### config.mk
export PLATFORM = sky130hd
export DESIGN_NAME = fifo_rd_ctrl
export DESIGN_NICKNAME = d
export VERILOG_FILES = /design/src/rtl/fifo_rd_ctrl.sv
export SDC_FILE = /design/constraint.sdc
export NUM_CORES = 1
export LEC_CHECK = 0
export BUFFER_PORTS_ARGS = -buffer_cell sky130_fd_sc_hd__buf_2
export CORE_MARGIN = 3
export CORE_UTILIZATION = 30
export DETAILED_ROUTE_END_ITERATION = 8
export PLACE_DENSITY = 0.59
export SKIP_LAST_GASP = 1
export SLEW_MARGIN = 20
export SYNTH_ARGS = -nofsm -noshare
export SYNTH_HDL_FRONTEND = slang
export SYNTH_SLANG_ARGS = --single-unit
### constraint.sdc
create_clock -name clk -period 3.1 [get_ports clk]
set_input_delay 0.155 -clock clk [delete_from_list [all_inputs] [get_ports clk]]
set_output_delay 0.155 -clock clk [all_outputs]
set_load 0.005 [all_outputs]
### src/rtl/fifo_rd_ctrl.sv
// fifo_rd_ctrl: FIFO read controller with a 2-entry buffer feeding a valid/ready stream
module fifo_rd_ctrl #(
  parameter int DATA_WIDTH = 8,
  parameter int CNT_WIDTH = 16
) (
  input  logic                  clk,
  input  logic                  rst,
  input  logic                  en,
  input  logic [DATA_WIDTH-1:0] dout,
  input  logic                  empty,
  input  logic                  almost_empty,
  output logic                  rd_en,
  output logic [DATA_WIDTH-1:0] m_data,
  output logic                  m_valid,
  input  logic                  m_ready,
  output logic [CNT_WIDTH-1:0]  word_cnt,
  output logic                  low_water
);
  logic [1:0] occ;
  logic [2:0] lvl;
  logic inflight, head, tail, pop, head_n;
  logic [DATA_WIDTH-1:0] mem [2];
  assign pop = m_valid & m_ready;
  assign lvl = {1'b0, occ} + {2'b0, inflight} - {2'b0, pop};
  assign rd_en = ~rst & en & ~empty & (lvl < 3'd2);
  assign head_n = head ^ pop;
  always_ff @(posedge clk) begin
    if (rst) begin
      occ <= '0;
      inflight <= 1'b0;
      head <= 1'b0;
      tail <= 1'b0;
      mem[0] <= '0;
      mem[1] <= '0;
      m_valid <= 1'b0;
      m_data <= '0;
      word_cnt <= '0;
      low_water <= 1'b0;
    end else begin
      occ <= lvl[1:0];
      inflight <= rd_en;
      head <= head_n;
      tail <= tail ^ inflight;
      if (inflight) mem[tail] <= dout;
      m_valid <= lvl != 3'd0;
      m_data <= (inflight && tail == head_n) ? dout : mem[head_n];
      word_cnt <= word_cnt + CNT_WIDTH'(pop);
      low_water <= almost_empty;
    end
  end
endmodule

==> impl_metrics.py <==
metrics = {
    "power": {
        "clkPwrFrac": 0.253,
        "peakVddDrop_uv": 303,
        "switching_share": 0.284,
        "p_seq_frac": 0.528,
        "p_per_area_mw_per_mm2": 602,
        "p_switching_uw": 398,
        "comb_power_share": 0.219,
        "internal_power_mw": 1.01,
        "power_leakage_nw": 0.971,
    },
    "route": {
        "routedWlPerCell_um": 12.6,
        "dr_total_vias": 1358,
        "wl_mm": 3.71,
        "drc": 0,
        "routed_via_density": 4.60,
        "dr.pass1.iters": 4,
        "antenna_left": 0,
        "drtIter0Drc": 74,
    },
    "grt": {
        "grt_overflow": 0,
        "grt.met3_usage": 0.0333,
        "grt_pass1_vias": 1234,
        "track_usage": 0.103,
        "busiest_layer": "met2",
        "grt_max_degree": 30,
        "grtUsageMet2": 0.168,
        "gr-usage-met1": 0.128,
        "antenna_found_initial": 0,
        "grt_pass1_wl_mm": 6.01,
    },
    "critical_path": {
        "cp_max_fo": 5,
        "cp-start-kind": "flip-flop",
        "cpPeakStageDelay_ns": 0.39,
        "crit_slowest_cell": "dfxtp_1",
        "worst_ep_required_time_ns": 2.94,
        "startpoint": "inflight$_SDFF_PP0_",
        "cp_cell_sequence": "inv_1, nand2_1, nand2_1, ha_1, fa_1, xnor2_1, nor3_1, buf_2",
        "reg2reg_slack_ns": 1.26,
        "crit_path_end": "rd_en",
        "crit_type": "flip-flop to output port",
        "reg2reg_from": "m_valid$_SDFF_PP0_",
        "crit_path_end_kind": "output port",
        "cp_common_cell": "nand2_1",
        "r2r_end": "word_cnt[14]$_SDFF_PP0_",
        "reg2regPathDepth": 8,
        "cp_data_arrival_time_ns": 2.05,
    },
    "timing": {
        "setup_viol": 0,
        "hold_viol": 0,
        "setup-tns-final_ns": 0,
        "rsz0062_at_grt": "false",
        "fin_skew_ns": 0.0102,
        "final_max_slew_viol_count": 0,
        "finalCritPeriodShare": 0.713,
        "timing.final.crit_period_ns": 2.21,
        "fmax_ghz": 0.453,
        "worstMarginPinSlew_ns": 0.835,
        "max_slew_margin": 0.439,
    },
    "cts": {
        "clock_sinks": 47,
        "clkTransAtPathRegs_ns": 0.08,
        "cts_tree": "yes",
        "ctsRootBufferMaster": "clkbuf_8",
        "htree_levels": 2,
        "cts-resized-gates": 0,
        "holdBufCountCts": 0,
        "cts_setup_buffers": 0,
        "cts_buffer_depth": 2,
        "cts_buffers": 5,
        "clkLatencyLatePin_ns": 0.30,
    },
    "synthesis": {
        "ys_ff_latch": 47,
        "ys_seq_area_frac": 0.563,
        "synth_ff_type": "dfxtp_1",
        "synth_async_sr_flop_share": 0,
        "ys_types": 29,
        "netlist_instances": 174,
        "avgSynthCellArea_um2": 11.2,
        "netlist_area_mm2": 0.00196,
        "yosysWarnings": 0,
        "synth_edf_count": 16,
        "syn_nets": 192,
    },
    "finish": {
        "layout_common_cells": "buf_2, dfxtp_1, nor2_1",
        "nFillCells": 625,
        "layout_commonest_cell": "buf_2",
        "drive_gt1_frac": 0.264,
        "nNetsFinal": 237,
        "instances_no_fill": 295,
        "num_antenna_cells": 0,
        "area_delta_synth_final_pct": 19.1,
    },
    "run_status": {
        "status": "finished, final reports clean",
    },
    "place": {
        "place_inst": 287,
        "dp_hpwl_mm": 2.63,
        "port_buffers": 40,
        "place_congestion": 0.758,
    },
    "min_path": {
        "min_path_type": "input port to flip-flop",
    },
    "floorplanning": {
        "rows": 28,
        "die_h_um": 86.8,
        "initial_utilization": 0.319,
        "pin_count": 41,
        "die_w_um": 86.8,
        "dieArea_mm2": 0.00753,
        "coreArea_mm2": 0.00613,
    },
    "job": {
        "cap_violations": 0,
    },
}
Yosys cell counts (2+ instances only):
cell type | instances | area [µm²]
inv_1 | 7 | 26.3
o2bb2ai_1 | 8 | 70.1
and2_1 | 16 | 100
xnor2_1 | 13 | 114
clkbuf_1 | 2 | 7.51
edfxtp_1 | 16 | 480
o21ai_0 | 2 | 10.0
ha_1 | 3 | 37.5
nand2_1 | 8 | 30.0
nand3_1 | 6 | 30.0
nor4_2 | 3 | 37.5
nor2b_1 | 5 | 31.3
nor3_1 | 10 | 50.1
or3_1 | 2 | 12.5
nor2_1 | 17 | 63.8
dfxtp_1 | 31 | 621
mux2i_1 | 8 | 80.1
xor2_1 | 3 | 26.3
nand4_1 | 3 | 18.8
a21oi_1 | 2 | 10.0
cell type report:
class,count,area [µm²],share of cell area
multi-input combinational,117,818,0.351
inverter,7,26.3,0.0113
clock buffer,5,68.8,0.0295
tap,75,93.8,0.0403
clock inverter,3,15.0,0.00644
sequential,47,1100,0.472
timing repair buffer,41,208,0.0891
metrics by stage:
step | utilization | hold slack [ns] | worst slack [ns] | instance area [µm²] | power [mW]
after floorplan | - | 0.272 | 1.39 | 1960 | 0.973
after global placement | 0.367 | 0.366 | 1.25 | 2250 | 1.07
after detailed placement | 0.367 | 0.370 | 1.18 | 2250 | 1.07
after CTS | 0.380 | 0.0569 | 0.850 | 2330 | 1.43
after global routing | 0.380 | 0.0698 | 0.731 | 2330 | 1.49
final | 0.380 | 0.0644 | 0.891 | 2330 | 1.40
kinds of logic after synthesis:
kind of cell / count (synthesis) / synth area share
DFF: 47 / 0.563
AOI/OAI and AO/OA: 14 / 0.0556
adders and majority gates: 4 / 0.0294
muxes: 8 / 0.0409
buffers and inverters: 10 / 0.0192
xor gates and xnor gates: 17 / 0.0799
and+or+nand+nor: 74 / 0.212
worst min path at each step:
stage | from | to | depth (start not counted)
2_1_floorplan | dout[0] | m_data[0]$_SDFF_PP0_ | 1
3_3_place_gp | almost_empty | low_water$_SDFF_PP0_ | 2
3_5_place_dp | almost_empty | low_water$_SDFF_PP0_ | 2
4_1_cts | almost_empty | low_water$_SDFF_PP0_ | 2
5_1_grt | almost_empty | low_water$_SDFF_PP0_ | 2
6_report | almost_empty | low_water$_SDFF_PP0_ | 2
worst max-delay path, delay by kind of cell, from the launching register on:
kind / cells / cell delay [ns]
adders and majority gates: 2 / 0.57
buffers and inverters: 2 / 0.27
xor gates and xnor gates: 1 / 0.16
and+or+nand+nor: 3 / 0.37
DFF: 1 / 0.39
power groups by stage:
| stage | combinational, mW | sequential [mW] | clock [mW] |
|---|---|---|---|
| global route | 0.350 | 0.748 | 0.394 |
| CTS | 0.319 | 0.741 | 0.373 |
| detailed placement | 0.317 | 0.755 | 0 |
| finish | 0.307 | 0.740 | 0.356 |
| floorplan | 0.216 | 0.758 | 0 |
| global placement | 0.311 | 0.754 | 0 |
registers in the layout, indices dropped and copies added (netlist names):
| register | cells |
|---|---|
| occ | 2 |
| m_valid | 1 |
| inflight | 1 |
| m_data | 8 |
| word_cnt | 16 |
| head | 1 |
| tail | 1 |
| mem | 16 |
| low_water | 1 |
per-layer routing:
layer	vias up	share of wire
met5	-	0
met3	5	0.047
met2	23	0.49
met1	637	0.45
li1	693	-
met4	0	0.017
No activity file was read; power rests on OpenSTA's default activity.
